==> src/rtl/icache_direct_if.sv <==
// Fetch-side and memory-side signals of the direct-mapped instruction cache.
// The slave modport is the cache's view of the bus; the master modport is the datapath/memory view.
interface icache_direct_if;
    logic        imemREN;
    logic [31:0] imemaddr;
    logic        ihit;
    logic [31:0] imemload;
    logic        iREN;
    logic [31:0] iaddr;
    logic        iwait;
    logic [31:0] iload;
    logic [31:0] hit_count;
    logic [31:0] miss_count;

    modport slave (
        input  imemREN, imemaddr, iwait, iload,
        output ihit, imemload, iREN, iaddr, hit_count, miss_count
    );

    modport master (
        output imemREN, imemaddr, iwait, iload,
        input  ihit, imemload, iREN, iaddr, hit_count, miss_count
    );
endinterface

==> src/rtl/icache_direct.sv <==
// Direct-mapped read-only instruction cache with one-word frames.
// Hits answer combinationally; misses stall the datapath and refill one word from memory.
module icache_direct #(
    parameter int unsigned SETS = 16
) (
    input  logic            CLK,
    input  logic            nRST,
    icache_direct_if.slave  io_cif
);
    localparam int unsigned IDX_W = $clog2(SETS);
    localparam int unsigned TAG_W = 30 - IDX_W;

    localparam logic [0:0] ST_IDLE  = 1'b0;
    localparam logic [0:0] ST_FETCH = 1'b1;

    logic [0:0]       r_state;
    logic [0:0]       w_state_nxt;
    logic [SETS-1:0]  r_valid;
    logic [TAG_W-1:0] r_tag  [SETS];
    logic [31:0]      r_data [SETS];
    logic [29:0]      r_miss_word;
    logic [31:0]      r_hit_count;
    logic [31:0]      r_miss_count;

    logic [TAG_W-1:0] w_tag;
    logic [IDX_W-1:0] w_idx;
    logic [IDX_W-1:0] w_fill_idx;
    logic [TAG_W-1:0] w_fill_tag;
    logic             w_lookup_hit;
    logic             w_ihit;
    logic [31:0]      w_imemload;
    logic             w_iren;
    logic [31:0]      w_iaddr;
    logic             w_miss;
    logic             w_fill;
    logic             w_unused;

    assign w_tag        = io_cif.imemaddr[31:IDX_W+2];
    assign w_idx        = io_cif.imemaddr[IDX_W+1:2];
    assign w_fill_idx   = r_miss_word[IDX_W-1:0];
    assign w_fill_tag   = r_miss_word[29:IDX_W];
    assign w_lookup_hit = io_cif.imemREN & r_valid[w_idx] & (r_tag[w_idx] == w_tag);
    assign w_unused     = ^io_cif.imemaddr[1:0];

    // State register
    always_ff @(posedge CLK or posedge nRST) begin
        if (nRST) begin
            r_state <= ST_IDLE;
        end else begin
            r_state <= w_state_nxt;
        end
    end

    // Next state and fetch/memory outputs
    always_comb begin
        w_state_nxt = r_state;
        w_ihit      = 1'b0;
        w_imemload  = 32'd0;
        w_iren      = 1'b0;
        w_iaddr     = 32'd0;
        w_miss      = 1'b0;
        w_fill      = 1'b0;
        case (r_state)
            ST_IDLE: begin
                w_ihit = w_lookup_hit;
                if (w_lookup_hit) begin
                    w_imemload = r_data[w_idx];
                end
                if (io_cif.imemREN && !w_lookup_hit) begin
                    w_miss      = 1'b1;
                    w_state_nxt = ST_FETCH;
                end
            end
            ST_FETCH: begin
                w_iren  = 1'b1;
                w_iaddr = {r_miss_word, 2'b00};
                if (!io_cif.iwait) begin
                    w_fill      = 1'b1;
                    w_state_nxt = ST_IDLE;
                end
            end
            default: w_state_nxt = ST_IDLE;
        endcase
    end

    // Valid bits and miss address; reset invalidates every frame
    always_ff @(posedge CLK or posedge nRST) begin
        if (nRST) begin
            r_valid     <= '0;
            r_miss_word <= 30'd0;
        end else begin
            if (w_miss) begin
                r_miss_word <= io_cif.imemaddr[31:2];
            end
            if (w_fill) begin
                r_valid[w_fill_idx] <= 1'b1;
            end
        end
    end

    // Tag and data arrays are qualified by the valid bits, so they carry no reset
    always_ff @(posedge CLK) begin
        if (w_fill) begin
            r_tag[w_fill_idx]  <= w_fill_tag;
            r_data[w_fill_idx] <= io_cif.iload;
        end
    end

    // Performance counters wrap naturally at 2^32
    always_ff @(posedge CLK or posedge nRST) begin
        if (nRST) begin
            r_hit_count  <= 32'd0;
            r_miss_count <= 32'd0;
        end else begin
            if (w_ihit) begin
                r_hit_count <= r_hit_count + 32'd1;
            end
            if (w_miss) begin
                r_miss_count <= r_miss_count + 32'd1;
            end
        end
    end

    assign io_cif.ihit       = w_ihit;
    assign io_cif.imemload   = w_imemload;
    assign io_cif.iREN       = w_iren;
    assign io_cif.iaddr      = w_iaddr;
    assign io_cif.hit_count  = r_hit_count;
    assign io_cif.miss_count = r_miss_count;
endmodule

==> src/flat_wrapper.sv <==
// flat-port wrapper written by rule: the top's interface ports become plain ports
module icache_direct_flat 
#(
    parameter int unsigned SETS = 16
)
  (CLK, nRST, io_cif_imemREN, io_cif_imemaddr, io_cif_iwait, io_cif_iload, io_cif_ihit, io_cif_imemload, io_cif_iREN, io_cif_iaddr, io_cif_hit_count, io_cif_miss_count);
  icache_direct_if io_cif_i ();
  input  logic CLK;
  input  logic nRST;
  input wire logic [$bits(io_cif_i.imemREN)-1:0] io_cif_imemREN;
  input wire logic [$bits(io_cif_i.imemaddr)-1:0] io_cif_imemaddr;
  input wire logic [$bits(io_cif_i.iwait)-1:0] io_cif_iwait;
  input wire logic [$bits(io_cif_i.iload)-1:0] io_cif_iload;
  output wire logic [$bits(io_cif_i.ihit)-1:0] io_cif_ihit;
  output wire logic [$bits(io_cif_i.imemload)-1:0] io_cif_imemload;
  output wire logic [$bits(io_cif_i.iREN)-1:0] io_cif_iREN;
  output wire logic [$bits(io_cif_i.iaddr)-1:0] io_cif_iaddr;
  output wire logic [$bits(io_cif_i.hit_count)-1:0] io_cif_hit_count;
  output wire logic [$bits(io_cif_i.miss_count)-1:0] io_cif_miss_count;
  assign io_cif_i.imemREN = io_cif_imemREN;
  assign io_cif_i.imemaddr = io_cif_imemaddr;
  assign io_cif_i.iwait = io_cif_iwait;
  assign io_cif_i.iload = io_cif_iload;
  assign io_cif_ihit = io_cif_i.ihit;
  assign io_cif_imemload = io_cif_i.imemload;
  assign io_cif_iREN = io_cif_i.iREN;
  assign io_cif_iaddr = io_cif_i.iaddr;
  assign io_cif_hit_count = io_cif_i.hit_count;
  assign io_cif_miss_count = io_cif_i.miss_count;
  icache_direct #(.SETS(SETS)) u_core (.CLK(CLK), .nRST(nRST), .io_cif(io_cif_i));
endmodule
==> config.mk <==
export PLATFORM = sky130hd
export DESIGN_NAME = icache_direct_flat
export DESIGN_NICKNAME = d
export VERILOG_FILES = /design/src/rtl/icache_direct_if.sv /design/src/rtl/icache_direct.sv /design/src/flat_wrapper.sv
export SDC_FILE = /design/constraint.sdc
export NUM_CORES = 1
export LEC_CHECK = 0
export ABC_AREA = 1
export BUFFER_PORTS_ARGS = -buffer_cell sky130_fd_sc_hd__buf_2
export CORE_AREA = 4 4 306 308
export DETAILED_ROUTE_END_ITERATION = 8
export DIE_AREA = 0 0 310 312
export GPL_ROUTABILITY_DRIVEN = 0
export PLACE_DENSITY = 0.65
export SLEW_MARGIN = 20
export SYNTH_ARGS = -nofsm -noshare
export SYNTH_HDL_FRONTEND = slang
export SYNTH_SLANG_ARGS = --single-unit
==> constraint.sdc <==
create_clock -name CLK -period 10 [get_ports CLK]
set_clock_uncertainty 0.2 [all_clocks]
set_input_delay 0 -clock CLK [delete_from_list [all_inputs] [get_ports CLK]]
set_output_delay 0 -clock CLK [all_outputs]
set_load 0.02 [all_outputs]
; Word level (Yosys, flattened, before mapping)
; Memory sizes are Yosys's and may differ from the RTL's.
; Cells that the tools add are included.
[op_classes]
addsub = 2
mul = 0
div_mod_pow = 0
magnitude_cmp = 3
n_eq_ne = 1
n_shift = 0
muxes = 17
n_bitwise = 4
n_reduce_logical = 3
[op_table]
columns = cell, n
row1 = 32-bit 2-to-1 mux, 3
row2 = 32-bit by 1-bit adder with 32-bit output (second input constant), 2
row3 = 26-bit equality test, 1
row4 = 16-bit bitwise OR, 1
row5 = 1-bit 2-to-1 mux, 11
row6 = 4-bit by 5-bit < comparator with 1-bit output (second input constant), 2
row7 = 1-bit binary-select mux with 4-bit select, 1
row8 = 1-bit demux with 4-bit select, 1
row9 = 4-bit by 1-bit greater-or-equal comparator with 1-bit output (second input constant), 1
row10 = 1-bit AND, 2
row11 = 1-bit logical AND, 2
row12 = 1-bit case mux with 2 select lines, 1
row13 = 1-bit logical NOT, 1
row14 = 1-bit NOT, 1
[word_totals]
reg_bits = 111
latchBits = 0
ram_bits = 928
mem_bits_ro = 0
input_bits = 68
output_inout_bits = 130
elab_cells = 37
n_memories = 2
[mem_list]
columns = name, depth, word_bits, read_ports, rd_clocked_by_memory_dff, wr, line
row1 = u_core.r_data, 16, 32, 1, 0, 1, icache_direct.sv:20  ; logic [31:0] r_data [SETS];
row2 = u_core.r_tag, 16, 26, 1, 0, 1, icache_direct.sv:19  ; logic [TAG_W-1:0] r_tag [SETS];

; Longest topological paths before layout
[logic_depth]
depth_word = 8
mapped_depth = 22
depth_no_buf = 18

; Worst setup path after synthesis
; No wires, ideal clock.
[synth_timing]
kind = register to register
start = register u_core.r_state
end = memory u_core.r_data[11][0], enable pin
setup_ns = 0.474
t_arrival_ns = 3.453
required_time_ns = 9.326
slack_ns = 5.872
stages_incl_launch_ff = 5
path_buffers = 0
period_less_slack_ns = 4.128
path_cell_list = dfrtp_1 > nand2_1 > inv_1 > nand3_1 > nor2_1
[synth_via]
elab_chain_cells = 3
[synth_rtl]
columns = element, line
row1 = "start, declared", icache_direct.sv:16  ; logic [0:0] r_state;
row2 = "start signal, assigned", icache_direct.sv:50  ; r_state <= w_state_nxt;
row3 = 1-bit 2-to-1 mux, icache_direct.sv:63  ; case (r_state)
row4 = 1-bit 2-to-1 mux, icache_direct.sv:103  ; if (w_fill) begin
row5 = 1-bit 2-to-1 mux (implied by the code), icache_direct.sv:105  ; r_data[w_fill_idx] <= io_cif.iload;
row6 = "end, declared", icache_direct.sv:20
; No other way between the ends.

; Worst setup path in the final report
[layout_timing]
start = input io_cif_imemaddr[2]
end = output io_cif_imemload[3]
[layout_via]
elab_chain_cells = 6
elab_cells_between_ends = 9
classes_between = eq/ne (1) / mux (4) / bitwise (2) / memory (2)
[layout_rtl]
columns = element, line
row1 = "start, declared", flat_wrapper.sv:11  ; input wire logic [$bits(io_cif_i.imemaddr)-1:0] io_cif_imemaddr;
row2 = "parallel branches: the longest is 4 deep, another holds memory 16 x 26 bit", --
row3 = 32-bit 2-to-1 mux *, icache_direct.sv:66  ; if (w_lookup_hit) begin
row4 = 32-bit 2-to-1 mux *, icache_direct.sv:63
row5 = "end, declared", flat_wrapper.sv:15  ; output wire logic [$bits(io_cif_i.imemload)-1:0] io_cif_imemload;
; Mark *: on every way between the ends. The select of a mux whose other input is x is not followed.

==> flow_summary.ini <==
[outcome]
outcome = completed

[sta]
setup_ws_ps = 3759
finalMaxSlewViolations = 0
min_period_over_period_pct = 62.41
fmax_ghz = 0.1602
fin_tns_setup_ps = 0
period_minus_slack_ps = 6241
rsz0062_at_grt = false
relSlewSlack_pct = 22.43
setup_viol = 0
worstMarginPinSlew_ps = 1164
finalHoldViolCount = 0

[routing]
drc = 0
drtIter0Drc = 3330
ant_nets = 0
drt_pass1_iterations = 6
vias = 31050
wl_per_cell_microns = 21.44
via_per_inst = 5.632
wl_microns = 118200

[yosys]
synth_ff_type = edfxtp_1
ys_seq_elements = 1039
postSynthAreaPerCell_sq_um = 10.97
yosys.area_share.simple_pct = 17.90
yosys-top-cells-area = edfxtp_1 63%, nand2_1 10%, dfrtp_1 6.3%
synth_edf_count = 928
synth_common_cells = 1200 x nand2_1, 928 x edfxtp_1, 357 x nand3_1
synthXorXnorAreaFrac_pct = 0.5753
synth_top_family_by_area = simple AND/OR/NAND/NOR gates
synth_area_sq_mm = 0.04415
yosysWarningCount = 0
synth_mux_area_share_pct = 0
async_flop_share_pct = 10.68
yosys.area.top_type_share_pct = 63.12
synth_cells = 4023
yosys.area_share.adder_pct = 0.05668
synth_cell_type_count = 35
synth_seq_area_share_pct = 69.41
synth_compound_area_share_pct = 6.886
synth.most_common_cell = nand2_1
synth.largest_area_cell = edfxtp_1

[floorplanning]
start_util_pct = 48.46
core_sq_mm = 0.09111
num_rows = 111
die_y_microns = 312
dieWidth_microns = 310
die_area_sq_mm = 0.09672
pin_count = 198

[critical_path]
crit_fanout = 97
required_ps = 9800
crit_start = io_cif_imemaddr[2]
regToRegStartpoint = u_core.r_state
critPathMaxStageDelay_ps = 940
crit_buf_inv = 7
cp_slowest_cell = buf_4
r2r_cells = 5
critPathLaunchType = primary input
path_delay_family = buffers and inverters
arrival_ps = 6040
reg2reg_slack_ps = 5510
crit_chain = dlygate4sd3_1 > buf_8 > buf_4 > buf_4 > nor2_1 > nor2_1 > o21ai_0 > nand3_1 > nand3_1 > nand3_1 > nand2_1 > nor2_1 > nand2_1 > nor2_1 > nand2_1 > nor2_4 > buf_4 > nand2_2 > buf_4 > a21oi_1 > buf_2
r2r-end = u_core.r_data[0][18]
crit_type = in2out
endpoint_kind = output pin

[clock_network]
cts_resized = 0
cts.sinks = 1039
numCtsBuffers = 105
clockBufferDepth = 3
cts_tree = yes
root_buffer = clkbuf_16
clkLatencyLatePin_ps = 680
post_cts.repair.setup_buffers = 0
clk_pin_slew_ps = 60
cts_hold_repair.buffers = 106
h-tree-depth = 3

[finish]
layout-drive-gt1-share_pct = 9.808
seqCellArea_sq_mm = 0.03065
fill_cells = 7559
multi_input_area_sq_mm = 0.01136
areaGrowthSynthToFinish_pct = 14.44
layout.nets = 4303

[flow_run]
drv_cap = 0

[global_route]
grt-ovfl-total = 0
grt_use_total_pct = 24.07
antenna_found_initial = 7
grt_pass1_vias = 29230
grt_pass1_wl_microns = 177600
grt_start_max_net_pins = 248

[power_and_ir_drop]
p_leak_uw = 0.01981
ir_drop_uv = 154.1
powerDensity_mw_per_mm2 = 192.9

[hold_path]
worstHoldPathType = in2reg
min_path_cells = 2
whs_endpoint = u_core.r_data[12][2]
min_from = io_cif_iload[2]

[placed_design]
hpwl_microns = 59170
io_buffers = 193
dp_slack_ps = 4426
## cells in the final DEF, fill, tap and decap left out, types with 46 or more instances in the layout
cell           instances
nor2_1               170
nand2_1             1199
buf_2                189
nand4_1              102
a221oi_1             114
dlygate4sd3_1        106
nand3_1              357
edfxtp_1             928
clkbuf_16            107
buf_4                 46
dfrtp_1              110
inv_1                305
o21ai_0               81
a21oi_1              261
## final cells by class
type | count | share of cell area [%]
antenna | 5 | 0.02476
clock inverter | 49 | 1.018
clock buffer | 148 | 5.703
tap | 1186 | 2.937
inverter | 312 | 2.377
sequential | 1039 | 60.65
multi-input combinational | 2430 | 22.48
timing repair buffer | 345 | 4.806
## cell families after synthesis
family | Yosys count
DFF | 1039
buffers and inverters | 555
AOI/OAI and AO/OA | 506
other | 1
adders and majority gates | 2
xor gates and xnor gates | 29
and+or+nand+nor | 1891
## how the worst max path moves through the flow
stage / slack (ps) / cells past startpoint / end
3_3_place_gp: 4460 / 20 / io_cif_imemload[3]
3_5_place_dp: 4430 / 20 / io_cif_imemload[3]
4_1_cts: 3830 / 21 / io_cif_imemload[3]
6_report: 3760 / 21 / io_cif_imemload[3]
2_1_floorplan: 5870 / 4 / u_core.r_data[11][0]
5_1_grt: 3410 / 21 / io_cif_imemload[3]
## state kept, by name (all words and copies together), names as in the netlist
signal and count:
u_core.r_data 512, u_core.io_cif.miss_count 32, u_core.r_valid 16, u_core.io_cif.hit_count 32, u_core.r_tag 416, u_core.r_miss_word 30, u_core.r_state 1
## stage by stage
stage          cells  instance area, sq um  total power (uW)  util (%)  hold slack (ps)
6_report        5514                 50530              9747     55.46            44.62
4_1_cts         5508                 50490              9788     55.42            2.562
5_1_grt         5513                 50520             10080     55.46            55.23
3_3_place_gp    5205                 46030              5889     50.52           -139.0
3_5_place_dp    5205                 46030              5906     50.52           -135.3
2_1_floorplan   4024                 44150              5588         -           -101.1
## per-layer routing
metal | GRT usage [%] | part of all wire (%)
met1 | 34.19 | 42
met2 | 37.93 | 46
met3 | 3.835 | 8.0
met4 | 8.569 | 3.4
met5 | 0 | 0.023
## power breakdown
group	leakage [uW]	switching (uW)	internal [uW]
clock	0.00165	1640	2240
combinational	0.00836	558	213
sequential	0.00980	153	4940
total	0.0198	2350	7400
Note: power is estimated with default switching activity, not from simulation.
